**src/rtl/batch_sched_ctrl.sv**
```systemverilog
// Ping-pong batch scheduler: buffers control-bit samples and replays each batch ascending and descending.
// Optional flush/pad/drain path is compiled in when BATCH_FLUSH_EN is defined.
module batch_sched_ctrl #(
  parameter int N     = 3,
  parameter int DEPTH = 8
) (
  input  logic         clk,
  input  logic         rst,
  input  logic [N-1:0] in,
  input  logic         in_valid,
  output logic         in_ready,
`ifdef BATCH_FLUSH_EN
  input  logic         flush,
`endif
  output logic [N-1:0] fwd_sample,
  output logic         fwd_valid,
  output logic [N-1:0] bwd_sample,
  output logic         bwd_valid,
  output logic         bwd_clear,
  output logic         batch_done
);
  localparam int CW = $clog2(DEPTH);
  localparam int AW = $clog2(2 * DEPTH);
  localparam logic [CW-1:0] LAST     = CW'(DEPTH - 1);
  localparam logic [AW-1:0] BANK_OFS = AW'(DEPTH);

  typedef enum logic [1:0] {FILL, RUN, PAD, DRAIN} state_t;

  state_t        r_state;
  state_t        w_state_next;
  logic [CW-1:0] r_cnt;
  logic          r_wr_bank;
  logic [N-1:0]  r_store [2*DEPTH];
  logic [N-1:0]  r_fwd_sample;
  logic [N-1:0]  r_bwd_sample;
  logic          r_fwd_valid;
  logic          r_bwd_clear;
  logic          r_batch_done;

  logic          w_step;
  logic          w_wr_en;
  logic          w_rd_en;
  logic          w_last;
  logic [N-1:0]  w_wr_data;
  logic [AW-1:0] w_wr_idx;
  logic [AW-1:0] w_fwd_idx;
  logic [AW-1:0] w_bwd_idx;

  assign w_last    = (r_cnt == LAST);
  assign w_wr_idx  = (r_wr_bank ? BANK_OFS : '0) + AW'(r_cnt);
  // The read bank is always the one not being written, so reads never collide with the write.
  assign w_fwd_idx = (r_wr_bank ? '0 : BANK_OFS) + AW'(r_cnt);
  assign w_bwd_idx = (r_wr_bank ? '0 : BANK_OFS) + AW'(LAST - r_cnt);

  always_ff @(posedge clk) begin
    if (rst) begin
      r_state <= FILL;
    end else begin
      r_state <= w_state_next;
    end
  end

  always_comb begin
    w_state_next = r_state;
    in_ready     = 1'b0;
    w_step       = 1'b0;
    w_wr_en      = 1'b0;
    w_rd_en      = 1'b0;
    w_wr_data    = in;
    case (r_state)
      FILL: begin
        in_ready = 1'b1;
        w_step   = in_valid;
        w_wr_en  = in_valid;
        if (in_valid && w_last) begin
          w_state_next = RUN;
        end
      end
      RUN: begin
        in_ready = 1'b1;
        w_step   = in_valid;
        w_wr_en  = in_valid;
        w_rd_en  = in_valid;
`ifdef BATCH_FLUSH_EN
        // A flush on the closing step of a batch has nothing left to pad.
        if (flush) begin
          w_state_next = (in_valid && w_last) ? DRAIN : PAD;
        end
`endif
      end
`ifdef BATCH_FLUSH_EN
      PAD: begin
        w_step    = 1'b1;
        w_wr_en   = 1'b1;
        w_rd_en   = 1'b1;
        w_wr_data = '0;
        if (w_last) begin
          w_state_next = DRAIN;
        end
      end
      DRAIN: begin
        w_step  = 1'b1;
        w_rd_en = 1'b1;
        if (w_last) begin
          w_state_next = FILL;
        end
      end
`endif
      default: w_state_next = FILL;
    endcase
  end

  // Store contents need no reset: nothing is read before a full batch is written.
  always_ff @(posedge clk) begin
    if (w_wr_en) begin
      r_store[w_wr_idx] <= w_wr_data;
    end
  end

  always_ff @(posedge clk) begin
    if (rst) begin
      r_cnt        <= '0;
      r_wr_bank    <= 1'b0;
      r_fwd_sample <= '0;
      r_bwd_sample <= '0;
      r_fwd_valid  <= 1'b0;
      r_bwd_clear  <= 1'b0;
      r_batch_done <= 1'b0;
    end else begin
      r_fwd_valid  <= w_rd_en;
      r_bwd_clear  <= w_rd_en && (r_cnt == '0);
      r_batch_done <= w_rd_en && w_last;
      if (w_rd_en) begin
        r_fwd_sample <= r_store[w_fwd_idx];
        r_bwd_sample <= r_store[w_bwd_idx];
      end
      if (w_step) begin
        if (w_last) begin
          r_cnt     <= '0;
          r_wr_bank <= ~r_wr_bank;
        end else begin
          r_cnt <= r_cnt + CW'(1);
        end
      end
    end
  end

  assign fwd_sample = r_fwd_sample;
  assign fwd_valid  = r_fwd_valid;
  assign bwd_sample = r_bwd_sample;
  assign bwd_valid  = r_fwd_valid;
  assign bwd_clear  = r_bwd_clear;
  assign batch_done = r_batch_done;

endmodule

```
**config.mk**
```make
export PLATFORM = sky130hd
export DESIGN_NAME = batch_sched_ctrl
export DESIGN_NICKNAME = d
export VERILOG_FILES = /design/src/rtl/batch_sched_ctrl.sv
export SDC_FILE = /design/constraint.sdc
export NUM_CORES = 1
export LEC_CHECK = 0
export ABC_AREA = 0
export ABC_CLOCK_PERIOD_IN_PS = 2600
export CAP_MARGIN = 10
export CORE_UTILIZATION = 63
export CTS_CLUSTER_DIAMETER = 120
export DETAILED_ROUTE_END_ITERATION = 7
export MAX_ROUTING_LAYER = met4
export PLACE_DENSITY = 0.84
export SETUP_SLACK_MARGIN = 0.4
export SLEW_MARGIN = 40
export SYNTH_ARGS = -nofsm -noshare
export SYNTH_HDL_FRONTEND = slang
export SYNTH_SLANG_ARGS = --single-unit
export TNS_END_PERCENT = 5
```
**constraint.sdc**
```tcl
create_clock -name clk -period 2.6 [get_ports clk]
set_input_delay 0.52 -clock clk [delete_from_list [all_inputs] [get_ports clk]]
set_output_delay 0.52 -clock clk [all_outputs]
set_load 0.01 [all_outputs]
```
==> run summary, run 1 <==
Static Leak: 1.08 nW
Finished Cell Area: 3280 um2
Vias/cell: 6.86
CTS clk-pin slew, worst paths: 0.07 ns
port buffer count: 15
DP HPWL: 4370 um
initial antenna violation count: 0
clk_skew: 0.00968 ns
fin util: 74.4%
Worst Hold Path Cells: 2
FF-to-FF End: r_store[10][2]
CTS Hold Buffers Added: 0
GRT Total Usage: 29.0%
slowest CP cell: dfxtp_2
r2r startpoint: r_cnt[1]
die width: 70.1 um
min cycle time layout: 1.92 ns
CTS tree: built
global-route wire length before repair: 9980 um
n_diodes: 0
Rows: 24
most frequent cells in the layout: 48 x edfxtp_1, 27 x mux2i_1, 17 x nor2_1, 15 x clkdlybuf4s50_1, 12 x dfxtp_1
Reg2Reg Depth: 3
Power Dens Cells: 642 nW/um2
Max Cap Violations: 0
# DRC: 0
clk sinks: 62
cell taking the most area after synthesis: edfxtp_1
Fill cells: 277
Crit Path Max Fanout: 24
via count: 1935
pin count of the biggest net entering global routing: 25
unrepaired setup endpoints after global routing: no
Initial Utilization: 66.1%
Mapped Avg Cell Area: 13.8 um2
Area Overhead vs Synth: 12.5%
Mapped Nets: 222
FMAX: 522 MHz
Num CTS Buffers: 9
fin nets: 236
Netlist cell types: 36
placer congestion estimate: 0.861
top cell type's share of synthesized area: 49.4%
synthesized instance count: 211
Critical Path RT: 2.58 ns
Synth Register Bits: 62
Synth warnings: 0
Worst Setup Start Kind: flip-flop
setup TNS: 0 ns
total routed wirelength: 6280 um
critical path's top delay family: flip-flops
vias in the first global route: 1873
Worst-Margin Slew: 0.576 ns
Peak supply drop: 650 uV
hold path startpoint: r_state[0]
Die Ht: 70.1 um
critical path class: reg -> reg
DRT Pass-1 Iters: 6
# IOs: 17
Hold Path Class: reg -> reg
final worst-path cycle share: 73.7%
die area: 4910 um2
Routed wire per std cell: 22.3 um
leading cell type in the layout, fill and taps excluded: edfxtp_1
Crit. End Element: flip-flop
Core ar.: 4410 um2
Post-DP Area: 3080 um2
max_slew headroom: 61.5%
WP data arrival: 1.90 ns
DRT iter0 DRCs: 390
final slew viol count: 0
flop-to-flop setup slack: 0.68 ns
Root Driver: clkbuf_8
Mapped Area: 2920 um2
Hold Path End: r_state[0]
Remaining Overflow, GRT: 0
final setup fails: 0
synth top area cells: edfxtp_1 49%, dfxtp_1 9.6%, mux2i_1 9.3%, mux4_2 6.9%, nor2_1 2.2%
critical-path cell list: buf_4 > ha_1 > nor3b_1
register area share after synthesis: 59.0%
layout cells sized above 1: 12.2%
status: completed
H-tree depth: 3
worst-skew pair later-pin latency: 0.33 ns
Post-DRT Antenna Nets: 0
Buf/Inv on CP: 1
clk buf depth: 2
slowest stage delay, CP: 0.49 ns
final hold viol count: 0
==> registers in the layout, summed over array words and instances, names as in the netlist <==
name	cells
bwd_valid	1
fwd_sample	3
bwd_clear	1
batch_done	1
bwd_sample	3
r_wr_bank	1
r_state	1
r_cnt	3
r_store	48
==> area by class of cell <==
cell class / count / area (um2) / share of cell area [%]
Sequential cell: 62 / 1720 / 52.5
Multi-Input combinational cell: 131 / 1100 / 33.7
Timing Repair Buffer: 18 / 173 / 5.26
Clock buffer: 11 / 131 / 4.00
Clock inverter: 5 / 73.8 / 2.25
Tap cell: 52 / 65.1 / 1.98
Inverter: 3 / 11.3 / 0.343
==> cells in the mapped netlist <==
cell	n
nand2b_1	2
dfxtp_1	14
or3b_2	1
buf_6	1
inv_1	3
ha_1	5
and3_1	5
a211oi_1	1
o22ai_1	8
o211ai_1	1
buf_4	2
nor3_1	6
nand2_1	5
edfxtp_1	48
nand3_1	2
a22o_1	4
nand4_1	1
buf_2	7
mux4_2	9
nor2b_1	4
xor2_1	1
nand3b_1	3
clkbuf_1	4
buf_1	1
a22oi_1	3
a21oi_1	2
nor3b_1	3
mux2i_1	27
o221ai_1	1
a2111oi_0	2
mux4_1	2
nor4_1	4
conb_1	1
a31oi_1	1
nor2_1	17
and2_1	10
==> metal layers <==
metal  global-route usage [%]  wire length, um  part of all wire [%]  up-vias
met1                     39.2             2400                    38      910
li1                         -                -                     -      842
met4                     14.2              247                   3.9        0
met2                     42.4             2930                    47      157
met3                     5.92              699                    11       26
met5                        -                0                     0        -
==> cell families (layout without fill, tap and decap cells) <==
group | Yosys count | count (layout) | share of synthesized area [%]
fa+ha+maj | 5 | 5 | 2.14
simple gates | 63 | 63 | 11.6
xor+xnor | 1 | 1 | 0.300
compound gates | 23 | 23 | 5.66
buf+inv | 18 | 37 | 3.13
flops | 62 | 62 | 59.0
other cells | 1 | 1 | 0.129
mux | 38 | 38 | 18.0
==> worst min-delay path, delay by kind of cell (launching register included) <==
family	cells	cell delay (ns)
compound gates	1	0.05
flops	1	0.35
simple gates	1	0.07
==> where the power goes <==
group	switching [mW]	internal, mW
clock	0.358	0.534
sequential	0.0178	1.08
combinational	0.0674	0.0538
total	0.444	1.67
==> how the worst max path moves through the flow <==
stage | slack, ns | depth (start not counted) | to | startpoint
6_report | 0.68 | 3 | r_store[10][2] | r_cnt[1]
3_3_place_gp | 0.46 | 3 | r_store[10][0] | in_valid
2_1_floorplan | 0.86 | 5 | bwd_sample[0] | r_cnt[1]
5_1_grt | 0.54 | 5 | bwd_sample[1] | in_valid
4_1_cts | 0.50 | 3 | r_store[11][2] | r_cnt[1]
3_5_place_dp | 0.38 | 3 | r_store[9][0] | in_valid
==> repair_timing <==
item / in CTS / in global routing
endpoints found under the setup margin: 0 / 7
resized for setup: 0 / 1
setup buffers: 0 / 0
==> through the flow <==
| step | hold slack, ns | total power [mW] | worst slack, ns | std cells |
|---|---|---|---|---|
| after CTS | 0.498 | 2.11 | 0.498 | 282 |
| final | 0.503 | 2.11 | 0.685 | 282 |
| after global routing | 0.534 | 2.16 | 0.543 | 282 |
| after detailed placement | 0.482 | 1.23 | 0.382 | 266 |
| after floorplan | 0.451 | 1.19 | 0.863 | 211 |
| after global placement | 0.472 | 1.23 | 0.465 | 266 |
Note: power is estimated with default switching activity, not from simulation.
==> run 2: changes to the inputs <==
Settings changed: ABC_CLOCK_PERIOD_IN_PS 2600 to 1600, CORE_UTILIZATION 63 to 53, PLACE_DENSITY 0.84 to 0.75.
Clock period 2.6 ns to 1.6 ns, I/O delays scaled along.
==> run summary, run 2 (synthesis results as in run 1) <==
clk buf depth: 2
Placed Cells: 302
final hold viol count: 0
pin count of the biggest net entering global routing: 22
final slew viol count: 0
# IOs: 17
Non-Filler Instances: 330
setup TNS: -0.0140 ns
critical path's top delay family: compound AO/OA/AOI/OAI gates
FF+latch area: 1740 um2
max_slew headroom: 61.4%
initial antenna violation count: 0
unrepaired setup endpoints after global routing: yes
layout cells sized above 1: 41.5%
vias in the first global route: 2047
max reg flops: 48
CTS Hold Buffers Added: 0
Initial Utilization: 56.1%
DP HPWL: 4580 um
FMAX: 620 MHz
Remaining Overflow, GRT: 0
hold path startpoint: bwd_sample[0]
final setup fails: 1
port buffer count: 15
Max Cap Violations: 0
Fill cells: 302
DRT Pass-1 Iters: 6
die area: 5810 um2
most frequent cells in the layout: 48 x edfxtp_1, 26 x mux2i_1, 24 x buf_4, 14 x nor2_1
fin util: 73.2%
pre-CTS WS: -0.249 ns
global-route wire length before repair: 10800 um
Post-DP Area: 3260 um2
Buf/Inv on CP: 3
Final Worst Setup Slack: -0.0140 ns
Power Total: 3.41 mW
Root Driver: clkbuf_8
Finished Cell Area: 3810 um2
Crit. End Element: flip-flop
die width: 76.2 um
fin nets: 266
Worst-Margin Slew: 0.577 ns
Crit Path Max Fanout: 12
Most flops, register: r_store
r2r startpoint: r_cnt[1]
status: complete, but fails checks
Worst Setup Start Kind: flip-flop
GRT Total Usage: 26.1%
via count: 2061
clk_skew: 0.00693 ns
WP data arrival: 1.84 ns
worst-skew pair later-pin latency: 0.34 ns
slowest CP cell: dfxtp_4
CTS clk-pin slew, worst paths: 0.07 ns
H-tree depth: 3
Num CTS Buffers: 9
# DRC: 0
Rows: 26
slowest stage delay, CP: 0.39 ns
leading cell type in the layout, fill and taps excluded: edfxtp_1
Core ar.: 5200 um2
Hold WS: 0.501 ns
placer congestion estimate: 0.943
failing checks: setup timing
Static Leak: 1.29 nW
CTS tree: built
Peak supply drop: 696 uV
critical path class: reg -> reg
final worst-path cycle share: 101%
Area Overhead vs Synth: 30.5%
clk sinks: 62
Routed wire per std cell: 21.5 um
Post-DRT Antenna Nets: 0
DRT iter0 DRCs: 357
Power Dens Cells: 897 nW/um2
multi-input logic area: 1310 um2
Critical Path RT: 1.82 ns
Hold Path Class: reg -> reg
Vias/cell: 6.25
Crit. Startpoint: r_cnt[1]
critical-path cell list: buf_8 > buf_4 > buf_16 > mux2i_1 > o221ai_1 > a31oi_1 > a211oi_1
min cycle time layout: 1.61 ns
n_diodes: 0
total routed wirelength: 7100 um
Die Ht: 76.2 um
run 2: cell count changes in the layout (fill, tap and decap cells not counted), sizes merged, moves of 2 or more:
cell / previous run / this run
buf: 3 / 40
clkdlybuf4s50: 15 / 5
clkdlybuf4s15: 0 / 3
clkinvlp: 0 / 3
clkbuf: 11 / 9
run 2: tightest hold or removal path, stage by stage (launching register included):
cell     delay [ns]
dfxtp_1        0.31
nor2_1         0.09
nor3_1         0.05
run 2: worst paths after layout:
path,endpoint,slack (ns),depth (start not counted)
setup / recovery,fwd_sample[1],-0.01,7
hold / removal,bwd_sample[0],0.50,2
setup reg to reg,fwd_sample[1],-0.01,7
hold reg to reg,bwd_sample[0],0.50,2
run 2: area by class of cell:
| type | instances | area share [%] |
|---|---|---|
| flip-flops and latches | 62 | 45.6 |
| repair buffers | 48 | 12.1 |
| well taps | 70 | 2.30 |
| clock buffers | 9 | 3.25 |
| inverters | 3 | 0.690 |
| clock inverters | 7 | 1.71 |
| multi-input cells | 131 | 34.4 |
run 2: power breakdown:
group	switching, mW	internal (mW)
sequential	0.0224	1.75
combinational	0.165	0.186
clock	0.590	0.704
total	0.777	2.64
run 2: repair_timing:
action / in CTS / in global routing
cloned: 1 / 0
buffers inserted: 5 / 6
hold endpoints to repair: 0 / 0
setup endpoints to repair: 71 / 67
pin swaps: 4 / 7
resized for setup: 78 / 27
run 2: routing by layer:
| metal | vias to the layer above | GRT usage [%] | part of all wire, % |
|---|---|---|---|
| li1 | 904 | - | - |
| met1 | 997 | 34.1 | 42 |
| met2 | 133 | 38.9 | 46 |
| met3 | 27 | 6.71 | 8.1 |
| met4 | 0 | 11.3 | 3.0 |
| met5 | - | - | 0 |
